### config.mk
export PLATFORM = sky130hd
export DESIGN_NAME = video_stim_gen
export DESIGN_NICKNAME = d
export VERILOG_FILES = /design/src/rtl/video_stim_pkg.sv /design/src/rtl/video_stim_pattern.sv /design/src/rtl/video_stim_gen.sv
export SDC_FILE = /design/constraint.sdc
export NUM_CORES = 1
export LEC_CHECK = 0
export ABC_AREA = 1
export CAP_MARGIN = 20
export CORE_MARGIN = 2
export CORE_UTILIZATION = 29
export CTS_CLUSTER_DIAMETER = 100
export DETAILED_ROUTE_END_ITERATION = 16
export REMOVE_ABC_BUFFERS = 1
export SLEW_MARGIN = 10
export SYNTH_ARGS = -nofsm -noshare
export SYNTH_HDL_FRONTEND = slang
export SYNTH_SLANG_ARGS = --single-unit
### constraint.sdc
create_clock -name clk -period 11.02 [get_ports clk]
set_input_delay 1.653 -clock clk [delete_from_list [all_inputs] [get_ports clk]]
set_output_delay 1.653 -clock clk [all_outputs]
set_load 0.02 [all_outputs]
### src/rtl/video_stim_pkg.sv
// Shared state encoding and pixel pattern helper for the video stimulus generator.
package video_stim_pkg;

    localparam logic [2:0] S_IDLE   = 3'd0;
    localparam logic [2:0] S_FRONT  = 3'd1;
    localparam logic [2:0] S_LINE   = 3'd2;
    localparam logic [2:0] S_HBLANK = 3'd3;
    localparam logic [2:0] S_BACK   = 3'd4;
    localparam logic [2:0] S_VBLANK = 3'd5;

    typedef enum logic [2:0] {
        StIdle   = S_IDLE,
        StFront  = S_FRONT,
        StLine   = S_LINE,
        StHblank = S_HBLANK,
        StBack   = S_BACK,
        StVblank = S_VBLANK
    } state_e;

    // Unreduced channel value; callers keep the low DATA_WIDTH bits.
    function automatic logic [31:0] pattern_chan(
        input logic [31:0] pix_idx,
        input logic [31:0] line_idx,
        input logic [31:0] frame_cnt,
        input logic [31:0] chan,
        input logic [31:0] chan_num
    );
        return pix_idx * chan_num + chan + line_idx + frame_cnt;
    endfunction

endpackage

### src/rtl/video_stim_pattern.sv
// Registered pixel word generator: pattern while the line is active, zeros (or a
// one-cycle all-ones error word) during blanking.
module video_stim_pattern
    import video_stim_pkg::*;
#(
    parameter int unsigned DATA_WIDTH  = 8,
    parameter int unsigned CHANNEL_NUM = 4,
    parameter int unsigned CNT_WIDTH   = 16
) (
    input  logic                              clk_i,
    input  logic                              rst_ni,
    input  logic                              lval_next_i,
    input  logic                              blank_err_i,
    input  logic [CNT_WIDTH-1:0]              pix_idx_i,
    input  logic [CNT_WIDTH-1:0]              line_idx_i,
    input  logic [CNT_WIDTH-1:0]              frame_cnt_i,
    output logic [DATA_WIDTH*CHANNEL_NUM-1:0] pix_data_o
);

    localparam int unsigned WordWidth = DATA_WIDTH * CHANNEL_NUM;

    logic [WordWidth-1:0] pix_d, pix_q;

    always_comb begin
        pix_d = '0;
        if (lval_next_i) begin
            for (int unsigned k = 0; k < CHANNEL_NUM; k++) begin
                pix_d[k*DATA_WIDTH +: DATA_WIDTH] = DATA_WIDTH'(pattern_chan(
                    32'(pix_idx_i), 32'(line_idx_i), 32'(frame_cnt_i), 32'(k),
                    32'(CHANNEL_NUM)));
            end
        end else if (blank_err_i) begin
            pix_d = '1;
        end
    end

    always_ff @(posedge clk_i or negedge rst_ni) begin
        if (!rst_ni) begin
            pix_q <= '0;
        end else begin
            pix_q <= pix_d;
        end
    end

    assign pix_data_o = pix_q;

endmodule

### src/rtl/video_stim_gen.sv
// Frame/line timing generator with a deterministic multi-channel pixel pattern.
// Optional blanking-violation injection is compiled in with VIDEO_STIM_ERR_INJ_EN.
module video_stim_gen
    import video_stim_pkg::*;
#(
    parameter int unsigned DATA_WIDTH  = 8,
    parameter int unsigned CHANNEL_NUM = 4,
    parameter int unsigned CNT_WIDTH   = 16,
    parameter int unsigned F2L_CYCLES  = 4,
    parameter int unsigned L2F_CYCLES  = 4
) (
    input  logic                              clk,
    input  logic                              reset_n,
    input  logic                              i_enable,
    input  logic [CNT_WIDTH-1:0]              iv_width,
    input  logic [CNT_WIDTH-1:0]              iv_height,
    input  logic [CNT_WIDTH-1:0]              iv_h_blank,
    input  logic [CNT_WIDTH-1:0]              iv_v_blank,
    input  logic                              i_err_inj,
    output logic                              o_fval,
    output logic                              o_lval,
    output logic [DATA_WIDTH*CHANNEL_NUM-1:0] ov_pix_data,
    output logic [CNT_WIDTH-1:0]              ov_frame_cnt,
    output logic                              o_frame_done
);

    localparam logic [CNT_WIDTH-1:0] CntOne  = CNT_WIDTH'(1);
    localparam logic [CNT_WIDTH-1:0] F2lLast = CNT_WIDTH'(F2L_CYCLES - 1);
    localparam logic [CNT_WIDTH-1:0] L2fLast = CNT_WIDTH'(L2F_CYCLES - 1);

    function automatic logic [CNT_WIDTH-1:0] clamp1(input logic [CNT_WIDTH-1:0] v);
        return (v == '0) ? CntOne : v;
    endfunction

    state_e               state_q, state_d;
    logic [CNT_WIDTH-1:0] cnt_q, cnt_d;
    logic [CNT_WIDTH-1:0] line_q, line_d;
    logic [CNT_WIDTH-1:0] frame_cnt_q, frame_cnt_d;
    logic [CNT_WIDTH-1:0] width_q, width_d;
    logic [CNT_WIDTH-1:0] height_q, height_d;
    logic [CNT_WIDTH-1:0] hblank_q, hblank_d;
    logic [CNT_WIDTH-1:0] vblank_q, vblank_d;
    logic                 fval_q, fval_d;
    logic                 lval_q, lval_d;
    logic                 done_q, done_d;
    logic                 load_cfg;
    logic                 blank_err_d;

    always_comb begin
        state_d     = state_q;
        cnt_d       = cnt_q + CntOne;
        line_d      = line_q;
        frame_cnt_d = frame_cnt_q;
        done_d      = 1'b0;
        load_cfg    = 1'b0;
        unique case (state_q)
            StIdle: begin
                cnt_d = '0;
                if (i_enable) begin
                    state_d  = StFront;
                    load_cfg = 1'b1;
                end
            end
            StFront: begin
                if (cnt_q == F2lLast) begin
                    state_d = StLine;
                    cnt_d   = '0;
                    line_d  = '0;
                end
            end
            StLine: begin
                if (cnt_q == width_q - CntOne) begin
                    cnt_d   = '0;
                    state_d = (line_q == height_q - CntOne) ? StBack : StHblank;
                end
            end
            StHblank: begin
                if (cnt_q == hblank_q - CntOne) begin
                    state_d = StLine;
                    cnt_d   = '0;
                    line_d  = line_q + CntOne;
                end
            end
            StBack: begin
                if (cnt_q == L2fLast) begin
                    state_d     = StVblank;
                    cnt_d       = '0;
                    frame_cnt_d = frame_cnt_q + CntOne;
                    done_d      = 1'b1;
                end
            end
            StVblank: begin
                if (cnt_q == vblank_q - CntOne) begin
                    cnt_d = '0;
                    if (i_enable) begin
                        state_d  = StFront;
                        load_cfg = 1'b1;
                    end else begin
                        state_d = StIdle;
                    end
                end
            end
            default: begin
                state_d = StIdle;
                cnt_d   = '0;
            end
        endcase

        // Geometry is frozen for the whole frame once FRONT is entered.
        width_d  = load_cfg ? clamp1(iv_width)   : width_q;
        height_d = load_cfg ? clamp1(iv_height)  : height_q;
        hblank_d = load_cfg ? clamp1(iv_h_blank) : hblank_q;
        vblank_d = load_cfg ? clamp1(iv_v_blank) : vblank_q;

        fval_d = (state_d != StIdle) && (state_d != StVblank);
        lval_d = (state_d == StLine);
    end

`ifdef VIDEO_STIM_ERR_INJ_EN
    logic arm_q, arm_d;

    always_comb begin
        blank_err_d = arm_q && ((state_d == StHblank) || (state_d == StVblank));
        arm_d       = arm_q;
        if (blank_err_d) begin
            arm_d = 1'b0;
        end else if (i_err_inj) begin
            arm_d = 1'b1;
        end
    end

    always_ff @(posedge clk or negedge reset_n) begin
        if (!reset_n) begin
            arm_q <= 1'b0;
        end else begin
            arm_q <= arm_d;
        end
    end
`else
    logic unused_err_inj;
    assign unused_err_inj = i_err_inj;
    assign blank_err_d    = 1'b0;
`endif

    always_ff @(posedge clk or negedge reset_n) begin
        if (!reset_n) begin
            state_q     <= StIdle;
            cnt_q       <= '0;
            line_q      <= '0;
            frame_cnt_q <= '0;
            width_q     <= CntOne;
            height_q    <= CntOne;
            hblank_q    <= CntOne;
            vblank_q    <= CntOne;
            fval_q      <= 1'b0;
            lval_q      <= 1'b0;
            done_q      <= 1'b0;
        end else begin
            state_q     <= state_d;
            cnt_q       <= cnt_d;
            line_q      <= line_d;
            frame_cnt_q <= frame_cnt_d;
            width_q     <= width_d;
            height_q    <= height_d;
            hblank_q    <= hblank_d;
            vblank_q    <= vblank_d;
            fval_q      <= fval_d;
            lval_q      <= lval_d;
            done_q      <= done_d;
        end
    end

    video_stim_pattern #(
        .DATA_WIDTH (DATA_WIDTH),
        .CHANNEL_NUM(CHANNEL_NUM),
        .CNT_WIDTH  (CNT_WIDTH)
    ) u_pattern (
        .clk_i      (clk),
        .rst_ni     (reset_n),
        .lval_next_i(lval_d),
        .blank_err_i(blank_err_d),
        .pix_idx_i  (cnt_d),
        .line_idx_i (line_d),
        .frame_cnt_i(frame_cnt_d),
        .pix_data_o (ov_pix_data)
    );

    assign o_fval       = fval_q;
    assign o_lval       = lval_q;
    assign ov_frame_cnt = frame_cnt_q;
    assign o_frame_done = done_q;

endmodule

==> impl_results.md <==
- Final period util: 48.3%
- Clk pwr share: 51.6%
- Die width: 190 um
- Cell-internal power: between 900 and 1000 uW
- Worst min-delay path category: flop to flop
- Worst Skew: 9.48 ps
- Status: complete, no violations
- Ys async rst share: between 90% and 100%
- Top-count cell post-synth: nand2_1
- Crit. End Element: flop
- Routability cong.: between 0.8 and 0.9
- Most numerous cell on the critical path: inv_1
- Unrepaired setup endpoints after global routing: no
- Sequential share of power: 45.1%
- DP Worst Slack: 5780 ps
- Synth top cells by count: nand2_1, inv_1, dfrtp_1
- Maximum capacitance violations: 0
- Worst setup path class: flop to flop
- Post-placement cell area: around 12000 um2
- First-pass GRT wire length: 44700 um
- Post-CTS Repair Setup Buffers: 0
- Synth cell types: 48
- EDFF count, synth: 0
- Synth-to-layout area growth: 22.0%
- CTS clk-pin slew, worst paths: around 60 ps
- DRC marker count from the first detailed-route iteration: 595
- Final worst setup slack: 5690 ps
- PwrDens: 98.5 nW/um2
- CP delay by family, top: simple AND/OR/NAND/NOR gates
- Slowest-stage cell, CP: a21oi_1
- Clk_lat worst skew: about 430 ps
- Die Ht: 190 um
- Filler instances: 3553
- Post-Route WL: about 27000 um
- Setup TNS: 0 ps
- Startpoint Class: flop
- Hpwl dp: 20900 um
- Synth Flop Type: dfrtp_1
- Post-CTS Resized: 0
- CP bufs+invs: 6
- Vias/cell: 4.64
- Cell Area, Synth: 10000 um2
- Core Area: about 34000 um2
- Hold path depth: 1
- Vias in the first global route: between 8000 and 9000
- VDD IR max: 99.3 uV
- Port bufs: 117
- Relative slew slack: 30.4%
- # clock sinks: 148
- Tightest Pin Transition: 1040 ps
- CTS tree: done
- Initial DRT Pass Iterations: 5
- Sw power: 249 uW
- Largest stage delay on the critical path: 810 ps
- Largest net degree at the start of global routing: 90
- Post-synth top area cell: dfrtp_1
- Io pins: 119
- CTS Root Cell: clkbuf_16
- Post-Synthesis Cells: 1365
- Yosys Warn Count: 0
- Max-slew violation count: 0
- GRT overflow: 0
- # setup viols final: 0
- Count of final hold-check violations: 0
- Top cell type's share of synthesized area: 36.0%
- Yosys reg bits: roughly 150
- Final cell count without fillers: 1940
- Die area: 36100 um2
- Maximum buffer depth of the clock tree: 2
- Synth area leaders: dfrtp_1, nand2_1, inv_1, xor2_1, nor2_1
- Combinational Power Share: 3.3%
- FP Rows: between 60 and 70
- Minimum clock period: 5330 ps
- Placed Cells incl. Taps: 1908
- Mapped Avg Cell Area: around 7.3 um2
- H-tree levels: 4
- Reg2Reg Depth: 25
- Residual DRC count: 0
- Critical path data required time: 11340 ps
- Diode count: 0
- CP Depth: 25
- Initial antenna violation count: 0
- Hold Buf Count CTS: 0
- Seq/Total Area, Yosys: 37.0%
- CP Max Fanout: 12
- Data arrival, critical path: 5650 ps
- Net count, final: 1569
- Tot GR Track Use: 15.6%
- Initial Util: roughly 29%
- Antenna Nets Post-Route: 0
- Drt wl/cell: ~14 um
- Routed via count: 9006
- Switching Share: 20.7%
- Leakage: ~0.0057 uW
- Proportion of layout cells with a drive suffix above 1: 6.20%
- Final Instance Area: between 10000 and 15000 um2
- TritonCTS Buffers: 17
- Max Clk Rate: 0.188 GHz
cells in the final DEF (no fill, tap or decap), types with 2 or more instances in the layout:
| master | synthesis | layout |
|---|---|---|
| nand2_1 | 336 | 336 |
| inv_1 | 190 | 190 |
| dfrtp_1 | 144 | 144 |
| nor2_1 | 141 | 141 |
| clkdlybuf4s50_1 | 0 | 116 |
| nand3_1 | 103 | 103 |
| o21ai_0 | 79 | 79 |
| xor2_1 | 62 | 62 |
| a21oi_1 | 35 | 35 |
| nor3_1 | 32 | 32 |
| nand4_1 | 29 | 29 |
| xnor2_1 | 27 | 27 |
| nor2_4 | 24 | 24 |
| nor4_1 | 23 | 23 |
| ha_1 | 22 | 22 |
| clkbuf_16 | 0 | 17 |
| nand3b_1 | 13 | 13 |
| fa_1 | 7 | 7 |
| nor2_2 | 6 | 6 |
| inv_2 | 6 | 6 |
| or2_2 | 5 | 5 |
| nor3b_1 | 4 | 4 |
| a41oi_1 | 4 | 4 |
| bufinv_16 | 0 | 4 |
| clkbuf_1 | 13 | 4 |
| dfstp_2 | 4 | 4 |
| buf_4 | 5 | 4 |
| clkinv_1 | 3 | 3 |
| o21ai_1 | 3 | 3 |
| nand2_4 | 2 | 3 |
| nand2_2 | 4 | 3 |
| o211ai_1 | 3 | 3 |
| xnor3_1 | 2 | 2 |
| nor2_8 | 2 | 2 |
| o31ai_1 | 2 | 2 |
| o21bai_1 | 2 | 2 |
| clkinv_2 | 0 | 2 |
| clkbuf_8 | 0 | 2 |
| clkinvlp_4 | 0 | 2 |
worst paths after layout:
kind | start | endpoint | slack (ps)
max | vblank_q[0] | u_pattern.pix_data_o[7] | 5690
min | ov_frame_cnt[15] | ov_frame_cnt[15] | 470
max reg2reg | vblank_q[0] | u_pattern.pix_data_o[7] | 5690
min reg2reg | ov_frame_cnt[15] | ov_frame_cnt[15] | 470
max in group asynchronous | reset_n | height_q[10] | 8380
min in group asynchronous | reset_n | ov_frame_cnt[15] | 1280
layer usage:
metal	share of wire (%)	global-route usage, %
met5	0	0
met2	47	26.0
met3	4.0	2.36
met1	47	20.5
met4	2.3	5.55
stage by stage:
stage                     utilization [%]  power [uW]  hold slack (ps)
after floorplan                         -         555              495
after global placement               33.9         595              460
after global routing                 35.7        1250              489
after detailed placement             33.9         595              459
final                                35.7        1210              471
after CTS                            35.7        1220              474
cells by family after synthesis:
logic type	Yosys count	share of synthesized area, %
AND/OR/NAND/NOR	730	34.0
flip-flops	148	37.0
XOR/XNOR	91	8.23
AO/OA/AOI/OAI	134	7.18
adder cells (fa/ha/maj)	29	4.14
buffers and inverters	233	9.42
registers in the layout, summed over array words and instances (netlist names):
signal and count:
line_q 16, state_q 3, cnt_q 16, height_q 16, o_frame_done 1, ov_frame_cnt 16, o_lval 1, width_q 16
u_pattern.pix_data_o 30, o_fval 1, hblank_q 16, vblank_q 16
area by class of cell:
type	instances	area, um2	area share [%]
multi-input cells	984	5380	43.9
flip-flops and latches	148	3710	30.3
repair buffers	121	1200	9.83
inverters	200	753	6.16
well taps	455	569	4.65
clock buffers	23	468	3.83
clock inverters	9	154	1.26
power by group through the flow:
stage / logic [uW] / registers (uW) / clock network (uW)
after global placement: 41.2 / 553 / 0
final: 40.3 / 544 / 621
after detailed placement: 41.5 / 553 / 0
after floorplan: 1.54 / 554 / 0
after CTS: 41.8 / 543 / 637
after global routing: 45.0 / 543 / 657
worst reg2reg max path: stages, from the launching register on:
cell and delay, ps:
dfstp_2 570, inv_1 100, ha_1 320, nand2_1 80, inv_1 40, nor3_1 300
nand4_1 130, nor3_1 200, nand2_1 120, nand3_1 160, nand3_1 100, a21oi_1 810
nor2_1 130, inv_1 160, fa_1 500, inv_1 190, nand2_1 90, nand2_1 100
inv_1 60, ha_1 190, a21oi_1 310, inv_1 110, a21oi_1 230, nand3_1 100
nand2_1 70, nor2_1 40
Power figures use the tool's default switching activity.
